File: config.mk
export PLATFORM = sky130hd
export DESIGN_NAME = l1_coherence_unit
export DESIGN_NICKNAME = d
export VERILOG_FILES = /design/src/rtl/l1_coherence_unit_pkg.sv /design/src/rtl/l1_snoop_responder.sv /design/src/rtl/l1_coherence_unit.sv
export SDC_FILE = /design/constraint.sdc
export NUM_CORES = 1
export LEC_CHECK = 0
export ABC_AREA = 1
export BUFFER_PORTS_ARGS = -buffer_cell sky130_fd_sc_hd__buf_2
export CORE_MARGIN = 3
export CORE_UTILIZATION = 51
export CTS_CLUSTER_SIZE = 20
export DETAILED_ROUTE_END_ITERATION = 16
export GPL_ROUTABILITY_DRIVEN = 0
export GPL_TIMING_DRIVEN = 0
export PLACE_DENSITY_LB_ADDON = 0.1
export SLEW_MARGIN = 40
export SYNTH_ARGS = -nofsm -noshare
export SYNTH_HDL_FRONTEND = slang
export SYNTH_SLANG_ARGS = --single-unit
File: constraint.sdc
create_clock -name CLK -period 2.5 [get_ports CLK]
set_clock_uncertainty 0.15 [all_clocks]
set_input_delay 0.25 -clock CLK [delete_from_list [all_inputs] [get_ports CLK]]
set_output_delay 0.25 -clock CLK [all_outputs]
set_load 0.03 [all_outputs]
File: src/rtl/l1_coherence_unit_pkg.sv
// Shared coherence types: MESI state, bus transfer width, request encodings.
package l1_coherence_unit_pkg;

  localparam int unsigned WORD_W      = 32;
  localparam int unsigned ADDR_W      = 32;
  localparam int unsigned BLOCK_WORDS = 2;
  localparam int unsigned XFER_W      = WORD_W * BLOCK_WORDS;

  typedef logic [WORD_W-1:0] word_t;
  typedef logic [XFER_W-1:0] transfer_width_t;

  typedef enum logic [1:0] {
    MESI_I = 2'd0,
    MESI_S = 2'd1,
    MESI_E = 2'd2,
    MESI_M = 2'd3
  } mesi_t;

  typedef enum logic [1:0] {
    REQ_NONE    = 2'd0,
    REQ_READ    = 2'd1,
    REQ_READX   = 2'd2,
    REQ_UPGRADE = 2'd3
  } req_type_t;

  // Latched operation of the request FSM; EVICT comes from its own strobe.
  typedef enum logic [1:0] {
    OP_EVICT   = 2'd0,
    OP_READX   = 2'd1,
    OP_READ    = 2'd2,
    OP_UPGRADE = 2'd3
  } req_op_t;

  function automatic logic [ADDR_W-1:0] line_addr(input logic [ADDR_W-1:0] a);
    return {a[ADDR_W-1:3], 3'b000};
  endfunction

endpackage

File: src/rtl/l1_snoop_responder.sv
// Snoop FSM: tag lookup, registered snoop response, state update and dirty-line supply.
// Build option: CC_SUPPLY_FROM_SHARED_EN lets S-state lines report a snoop hit.
module l1_snoop_responder
  import l1_coherence_unit_pkg::*;
(
  input  logic              CLK,
  input  logic              nRST,
  input  logic              ccwait,
  input  logic              ccinv,
  input  logic [ADDR_W-1:0] ccsnoopaddr,
  input  logic              dwait,
  input  logic              snp_valid,
  input  mesi_t             snp_state,
  output logic              ccsnoophit,
  output logic              ccIsPresent,
  output logic              ccdirty,
  output logic              ccsnoopdone,
  output logic [ADDR_W-1:0] snp_addr,
  output logic              snp_upd,
  output mesi_t             snp_nstate,
  output logic              idle_c,
  output logic              supply_load_c,
  output logic              supply_hold_c
);

  typedef enum logic [1:0] {S_IDLE, S_LOOKUP, S_RESP, S_SUPPLY} snp_state_t;

  snp_state_t        state_q, state_n;
  logic [ADDR_W-1:0] addr_n;
  logic              hit_n, present_n, dirty_n, done_n, upd_n;
  mesi_t             nstate_n;
  logic              line_owned, line_hit;

  assign line_owned = snp_valid && (snp_state == MESI_M || snp_state == MESI_E);
`ifdef CC_SUPPLY_FROM_SHARED_EN
  assign line_hit   = line_owned || (snp_valid && snp_state == MESI_S);
`else
  assign line_hit   = line_owned;
`endif

  assign idle_c        = (state_q == S_IDLE);
  assign supply_load_c = (state_q == S_RESP) && ccsnoophit;
  assign supply_hold_c = (state_q == S_SUPPLY) && dwait;

  always_comb begin
    state_n   = state_q;
    addr_n    = snp_addr;
    hit_n     = ccsnoophit;
    present_n = ccIsPresent;
    dirty_n   = ccdirty;
    done_n    = 1'b0;
    upd_n     = 1'b0;
    nstate_n  = snp_nstate;
    unique case (state_q)
      S_IDLE: begin
        addr_n = ccsnoopaddr;
        if (ccwait) state_n = S_LOOKUP;
      end
      S_LOOKUP: begin
        // Bus withdrew the snoop before the tag answered: abandon quietly.
        if (!ccwait) begin
          state_n = S_IDLE;
        end else begin
          state_n   = S_RESP;
          present_n = snp_valid;
          dirty_n   = snp_valid && (snp_state == MESI_M);
          hit_n     = line_hit;
          done_n    = 1'b1;
          if (ccinv) begin
            upd_n    = 1'b1;
            nstate_n = MESI_I;
          end else if (line_owned) begin
            upd_n    = 1'b1;
            nstate_n = MESI_S;
          end
        end
      end
      S_RESP:   state_n = ccsnoophit ? S_SUPPLY : S_IDLE;
      S_SUPPLY: if (!dwait) state_n = S_IDLE;
      default:  state_n = S_IDLE;
    endcase
    if (state_n == S_IDLE) begin
      hit_n     = 1'b0;
      present_n = 1'b0;
      dirty_n   = 1'b0;
    end
  end

  always_ff @(posedge CLK or negedge nRST) begin
    if (!nRST) begin
      state_q     <= S_IDLE;
      snp_addr    <= '0;
      ccsnoophit  <= 1'b0;
      ccIsPresent <= 1'b0;
      ccdirty     <= 1'b0;
      ccsnoopdone <= 1'b0;
      snp_upd     <= 1'b0;
      snp_nstate  <= MESI_I;
    end else begin
      state_q     <= state_n;
      snp_addr    <= addr_n;
      ccsnoophit  <= hit_n;
      ccIsPresent <= present_n;
      ccdirty     <= dirty_n;
      ccsnoopdone <= done_n;
      snp_upd     <= upd_n;
      snp_nstate  <= nstate_n;
    end
  end

endmodule

File: src/rtl/l1_coherence_unit.sv
// L1 coherence unit: request FSM toward the bus plus the snoop responder.
// Build option: CC_SUPPLY_FROM_SHARED_EN (see l1_snoop_responder) enables S-state supply.
module l1_coherence_unit
  import l1_coherence_unit_pkg::*;
#(
  parameter int unsigned BLOCK_SIZE = 2
) (
  input  logic              CLK,
  input  logic              nRST,
  input  req_type_t         req_type,
  input  logic              evict,
  input  logic [ADDR_W-1:0] req_addr,
  input  transfer_width_t   req_wdata,
  output logic              req_done,
  output transfer_width_t   req_rdata,
  output logic              req_excl,
  output logic              dREN,
  output logic              dWEN,
  output logic              ccwrite,
  output logic [ADDR_W-1:0] daddr,
  output transfer_width_t   dstore,
  input  logic              dwait,
  input  transfer_width_t   dload,
  input  logic              ccexclusive,
  input  logic              ccwait,
  input  logic              ccinv,
  input  logic [ADDR_W-1:0] ccsnoopaddr,
  output logic              ccsnoophit,
  output logic              ccIsPresent,
  output logic              ccdirty,
  output logic              ccsnoopdone,
  output logic [ADDR_W-1:0] snp_addr,
  input  logic              snp_valid,
  input  mesi_t             snp_state,
  output logic              snp_upd,
  output mesi_t             snp_nstate
);

  localparam int unsigned LINE_W = BLOCK_SIZE * WORD_W;

  typedef enum logic [1:0] {R_IDLE, R_REQ, R_DONE} req_state_t;

  req_state_t        state_q, state_n;
  req_op_t           op_q, op_n;
  logic [ADDR_W-1:0] addr_q, addr_n, daddr_n;
  logic [LINE_W-1:0] wdata_q, wdata_n;
  transfer_width_t   rdata_n, dstore_n;
  logic              excl_n, done_n, dren_n, dwen_n, ccwrite_n;
  logic              snoop_idle_c, supply_load_c, supply_hold_c, upgrade_lost_c;

  l1_snoop_responder u_snoop (
    .CLK           (CLK),
    .nRST          (nRST),
    .ccwait        (ccwait),
    .ccinv         (ccinv),
    .ccsnoopaddr   (ccsnoopaddr),
    .dwait         (dwait),
    .snp_valid     (snp_valid),
    .snp_state     (snp_state),
    .ccsnoophit    (ccsnoophit),
    .ccIsPresent   (ccIsPresent),
    .ccdirty       (ccdirty),
    .ccsnoopdone   (ccsnoopdone),
    .snp_addr      (snp_addr),
    .snp_upd       (snp_upd),
    .snp_nstate    (snp_nstate),
    .idle_c        (snoop_idle_c),
    .supply_load_c (supply_load_c),
    .supply_hold_c (supply_hold_c)
  );

  // Another cache invalidated our S copy: the upgrade must now fetch the line.
  assign upgrade_lost_c = (op_q == OP_UPGRADE) && snp_upd && (snp_nstate == MESI_I) &&
                          (line_addr(snp_addr) == line_addr(addr_q));

  always_comb begin
    state_n = state_q;
    op_n    = op_q;
    addr_n  = addr_q;
    wdata_n = wdata_q;
    rdata_n = req_rdata;
    excl_n  = req_excl;
    unique case (state_q)
      R_IDLE: begin
        if (evict) begin
          if (snoop_idle_c) begin
            state_n = R_REQ;
            op_n    = OP_EVICT;
            addr_n  = req_addr;
            wdata_n = req_wdata;
          end
        end else if (req_type != REQ_NONE) begin
          state_n = R_REQ;
          addr_n  = req_addr;
          wdata_n = req_wdata;
          unique case (req_type)
            REQ_READX: op_n = OP_READX;
            REQ_READ:  op_n = OP_READ;
            default:   op_n = OP_UPGRADE;
          endcase
        end
      end
      R_REQ: begin
        if (!dwait) begin
          state_n = R_DONE;
          rdata_n = dload;
          excl_n  = ccexclusive;
        end else if (upgrade_lost_c) begin
          op_n = OP_READX;
        end
      end
      R_DONE:  state_n = R_IDLE;
      default: state_n = R_IDLE;
    endcase

    done_n    = (state_n == R_DONE);
    dren_n    = (state_n == R_REQ) && (op_n == OP_READ || op_n == OP_READX);
    dwen_n    = (state_n == R_REQ) && (op_n == OP_EVICT);
    ccwrite_n = (state_n == R_REQ) && (op_n == OP_READX || op_n == OP_UPGRADE);
    daddr_n   = (state_n == R_REQ) ? line_addr(addr_n) : '0;

    // A snoop supply owns dstore; otherwise it carries eviction data.
    if (supply_load_c)      dstore_n = req_wdata;
    else if (supply_hold_c) dstore_n = dstore;
    else if (dwen_n)        dstore_n = wdata_n;
    else                    dstore_n = '0;
  end

  always_ff @(posedge CLK or negedge nRST) begin
    if (!nRST) begin
      state_q   <= R_IDLE;
      op_q      <= OP_EVICT;
      addr_q    <= '0;
      wdata_q   <= '0;
      req_rdata <= '0;
      req_excl  <= 1'b0;
      req_done  <= 1'b0;
      dREN      <= 1'b0;
      dWEN      <= 1'b0;
      ccwrite   <= 1'b0;
      daddr     <= '0;
      dstore    <= '0;
    end else begin
      state_q   <= state_n;
      op_q      <= op_n;
      addr_q    <= addr_n;
      wdata_q   <= wdata_n;
      req_rdata <= rdata_n;
      req_excl  <= excl_n;
      req_done  <= done_n;
      dREN      <= dren_n;
      dWEN      <= dwen_n;
      ccwrite   <= ccwrite_n;
      daddr     <= daddr_n;
      dstore    <= dstore_n;
    end
  end

endmodule
; Word level (Yosys, flattened, before mapping)
; Index checks and enable logic that the tools add are counted.
; W data, S select, Z words.
[op_classes]
n_eq_ne = 17
muxes = 46
n_bitwise = 1
reduce_logical = 27
[op_table]
columns = cell, n
row1 = $mux W64, 7
row2 = $mux W32, 5
row3 = $mux W2, 15
row4 = $eq A29 B29 Y1, 1
row5 = $eq A2 B2 Y1 const B, 9
row6 = $mux W1, 15
row7 = $pmux W2 S2, 3
row8 = $eq A2 B1 Y1 const B, 5
row9 = $logic_and A1 B1 Y1, 10
row10 = $logic_not A2 Y1, 5
row11 = $reduce_bool A2 Y1, 5
row12 = $pmux W2 S4, 1
row13 = $reduce_and A3 Y1, 2
row14 = $reduce_and A2 Y1, 2
row15 = $logic_or A1 B1 Y1, 3
row16 = $ne A2 B1 Y1 const B, 1
row17 = $ne A2 B2 Y1 const B, 1
row18 = $not A1 Y1, 1
[totals]
regBits = 306
inputBits = 204
output_inout_bits = 204
wordCells = 112

; Depth between registers and ports, before layout
[logic_depth]
depth_word = 12
depth_mapped = 16

; Cells and area by module
; A second synthesis with hierarchy kept.
[unflattened]
hier_cells = 1414
hier_area_um2 = 12617.1
[by_module_without_submodules]
columns = mod, n_inst, cells_per_inst, area_each_um2, seq_area_each_um2
row1 = l1_coherence_unit, 1, 1237, 10961.8, 6481.2
row2 = l1_snoop_responder, 1, 177, 1655.3, 1001.0

; Worst setup path before layout
; OpenSTA, ideal clock, no wires.
[synth_path]
path_type = reg-to-reg
start = register u_snoop.state_q[1]
end = register dstore[10]
setup_ps = 71
t_arrival_ps = 1972
t_required_ps = 2279
setup_slack_ps = 307
path_stages_with_launch = 13
period_less_slack_ps = 2193
path_cell_list = dfrtp_1 > nor2_2 > buf_1 > o21ai_0 > nand3_1 > o21ai_0 > a21oi_1 > ha_1 > nand3_2 > clkbuf_1 > nor2_1 > nor2_1 > nor2_1
[synth_between]
elab_chain_len = 9
elab_cells_between_ends = 21
[synth_rtl]
columns = item, line_no
row1 = from (decl), l1_snoop_responder.sv:28  ; snp_state_t state_q, state_n;
row2 = from (signal assigned), l1_snoop_responder.sv:100  ; state_q <= state_n;
row3 = $logic_not A2 Y1, l1_snoop_responder.sv:41  ; assign idle_c = (state_q == S_IDLE);
row4 = $mux W2, l1_coherence_unit.sv:86  ; if (snoop_idle_c) begin
row5 = $mux W2, l1_coherence_unit.sv:85  ; if (evict) begin
row6 = $pmux W2 S2, l1_coherence_unit.sv:83  ; unique case (state_q)
row7 = $eq A2 B1 Y1 / $logic_not A2 Y1 (equally long branches), l1_coherence_unit.sv:118  ; dwen_n = (state_n == R_REQ) && (op_n == OP_EVICT);
row8 = $logic_and A1 B1 Y1, l1_coherence_unit.sv:118
row9 = $mux W64, l1_coherence_unit.sv:125  ; else if (dwen_n) dstore_n = wdata_n;
row10 = $mux W64, l1_coherence_unit.sv:124  ; else if (supply_hold_c) dstore_n = dstore;
row11 = $mux W64, l1_coherence_unit.sv:123  ; if (supply_load_c) dstore_n = req_wdata;
row12 = to (signal assigned), l1_coherence_unit.sv:155  ; dstore <= dstore_n;
row13 = to (decl), l1_coherence_unit.sv:21  ; output transfer_width_t dstore,
; Parallel ways exist; a longest one is shown, timed or not. The select of a mux whose other input is x is not followed.
; A chain may end at the register's enable or synchronous reset.

; Final worst setup path
[layout_path]
start = register u_snoop.state_q[1]
end = register dstore[11]
; The elaborated chain is that of the path after synthesis.

==> flow_summary.json <==
{
  "p_per_area_nw_per_um2": 1280,
  "vias": 12400,
  "clk_pin_slew_ns": 0.06,
  "min_period_over_period": 0.952,
  "postSynthCellCount": 1573,
  "grt_pass1_wl_um": 62900,
  "seqCellArea_um2": 7480,
  "cts_tree": "done",
  "ys_top_cells_by_count": "412 x nand2_1, 299 x dfrtp_1, 278 x nor2_1",
  "clkLatencyLatePin_ns": 0.50,
  "synth_top_area_share": 0.585,
  "fill_cells": 1755,
  "viasPerCell": 4.81,
  "rows": 57,
  "critPathArrivalTime_ns": 2.66,
  "clock_path_buffers": 3,
  "hold_path_class": "in -> reg",
  "antenna_found_initial": 5,
  "drive_gt1_frac": 0.229,
  "core_area_um2": 24500,
  "drc": 0,
  "r2r_start": "u_snoop.state_q[1]",
  "finish.cell_count_without_fillers": 2574,
  "synth_seq_cells": 299,
  "seq_area_frac_synth": 0.585,
  "syn_to_final_growth_pct": 46.1,
  "grt_overflow_total": 0,
  "min_period_ns": 2.38,
  "start_util": 0.523,
  "syn_area_um2": 12800,
  "sequentialPowerShare": 0.337,
  "port_buffers": 400,
  "synth_area_leaders": "dfrtp_1 58%, nand2_1 12%, nor2_1 8.2%, inv_1 7.7%, o21ai_0 5.2%",
  "finalCoreUtilization": 0.764,
  "power.internal_uw": 13600,
  "drtAntennaViolNets": 0,
  "numCtsBuffers": 34,
  "grtUsageTotal": 0.294,
  "avgSynthCellArea_um2": 8.14,
  "grt_max_degree": 76,
  "synth.most_common_cell": "nand2_1",
  "die_x_um": 164,
  "cp.required_ns": 2.78,
  "ios": 408,
  "avgRoutedWirePerCell_um": 15.7,
  "clkSinkCount": 299,
  "critPathKind": "reg -> reg",
  "tns_ns": 0,
  "irDropWorstVdd_v": 0.000802,
  "synth_flop_cell": "dfrtp_1",
  "fmax_mhz": 420,
  "maxSlewViolCount": 0,
  "end_kind": "flop",
  "p_leak_uw": 0.0108,
  "die_area_um2": 27000,
  "holdPathStages": 4,
  "hpwl_um": 27000,
  "num-nets-final": 2423,
  "grt_pass1_vias": 12500,
  "setup_viol": 0,
  "async_reset_ff_frac": 1.00,
  "placed_cells_incl_taps": 2304,
  "yosysWarnings": 0,
  "path_max_fanout": 10,
  "die_h_um": 164,
  "synth-edff-count": 0,
  "htree_levels": 2,
  "first_pass_iters": 8,
  "drt-initial-drc-count": 766,
  "clkPwrFrac": 0.222,
  "synth.distinct_cells": 29,
  "tightest_slew_ns": 0.619,
  "comb_power_share": 0.441,
  "slew_headroom": 0.588,
  "crit_path_start_kind": "flop",
  "yosys.area.top_type": "dfrtp_1",
  "reg2reg_depth": 12,
  "wl_um": 40400,
  "multi_input_area_um2": 4060,
  "cap_violations": 0,
  "hold_viol": 0,
  "status": "finished clean",
  "switching_share": 0.433,
  "hp-start": "req_type[0]",
  "crit_start": "u_snoop.state_q[1]",
  "cts-root-buf": "clkbuf_16",
  "rsz0062_at_grt": "true",
  "p_sw_uw": 10400
}
## power groups by stage
stage	sequential (µW)	clock [µW]	combinational, µW
after global routing	8300	5590	11600
after detailed placement	8090	0	9920
after CTS	8030	5390	10300
final	8070	5310	10600
after floorplan	10900	0	3880
after global placement	8030	0	9730
## stage by stage
step                      hold WS, ns  cell area (µm²)  power (µW)  setup slack (ns)
after floorplan                -0.196            12800       14700             0.307
final                          0.0807            18700       23900             0.120
after global routing            0.102            18700       25500           -0.0354
after global placement          0.289            15200       17800             -4.61
after detailed placement       0.0918            15300       18000            -0.548
after CTS                      0.0603            18600       23700            0.0139
## critical path, stage by stage, from the launching register on
cell and delay, ns:
dfrtp_1 0.44, nor2_4 0.17, buf_6 0.18, o21ai_0 0.09, nand3_1 0.06, o21ai_0 0.13, a21oi_2 0.20, ha_4 0.21
nand3_4 0.17, buf_4 0.24, nor2_1 0.13, nor2_1 0.06, nor2_1 0.08
## final timing paths
| kind | to | slack, ns |
|---|---|---|
| min | op_q[0] | 0.08 |
| max in group asynchronous | dstore[35] | 1.08 |
| min in group asynchronous | u_snoop.snp_addr[10] | 0.15 |
| min reg2reg | req_rdata[46] | 0.31 |
| max | dstore[11] | 0.12 |
| max reg2reg | dstore[11] | 0.12 |
## state kept, by name, indices dropped and copies added, names as in the netlist, 2 cells and up
name / cells
dstore: 64
req_rdata: 64
wdata_q: 64
u_snoop.snp_addr: 32
addr_q: 29
daddr: 29
op_q: 2
state_q: 2
u_snoop.state_q: 2
## what timing repair did
item | CTS | global route
hold endpoints to repair | 325 | 0
gates resized for setup | 11 | 26
setup endpoints to repair | 64 | 60
pin swaps | 0 | 2
gates cloned | 0 | 2
hold buffers | 197 | 0
setup buffers | 0 | 3
## cell type report
type                            count  area share
Clock buffer                       54      0.0594
Timing Repair Buffer              605       0.222
Tap cell                          324      0.0217
Multi-Input combinational cell    942       0.217
Sequential cell                   299       0.400
Clock inverter                      8     0.00616
Buffer                             73      0.0206
Antenna cell                        6    0.000803
Inverter                          263      0.0528
## placed cells by master (no fill, tap or decap), drive strengths merged, types with 2 or more instances in the layout
master	synthesis	final
buf	25	438
nand2	413	413
dfrtp	299	299
nor2	279	279
inv	262	262
dlygate4sd3	0	197
o21ai	179	179
clkbuf	48	97
and2	22	22
a21oi	11	11
mux2	10	10
nand3	9	10
xnor2	7	7
diode	0	6
clkinv	1	6
conb	1	4
bufinv	0	3
nor3	2	2
## kinds of logic (layout without fill, tap and decap cells)
logic type                 Yosys count  count (layout)  share of synthesized area
AOI/OAI and AO/OA                  193             193                     0.0772
xor gates and xnor gates             7               7                    0.00479
adders and majority gates            1               1                   0.000977
buffers and inverters              336            1003                      0.104
DFF                                299             299                      0.585
muxes                               10              10                    0.00880
other                                1              10                   0.000293
and+or+nand+nor                    726             727                      0.219
## per-layer routing
| layer | vias up | wire length [µm] | global-route usage |
|---|---|---|---|
| met4 | 0 | 1810 | 0.128 |
| met2 | 481 | 19800 | 0.499 |
| met1 | 5808 | 15800 | 0.361 |
| met5 | - | 0 | 0 |
| li1 | 5976 | - | - |
| met3 | 122 | 2980 | 0.0702 |
Note: power is estimated with default switching activity, not from simulation.
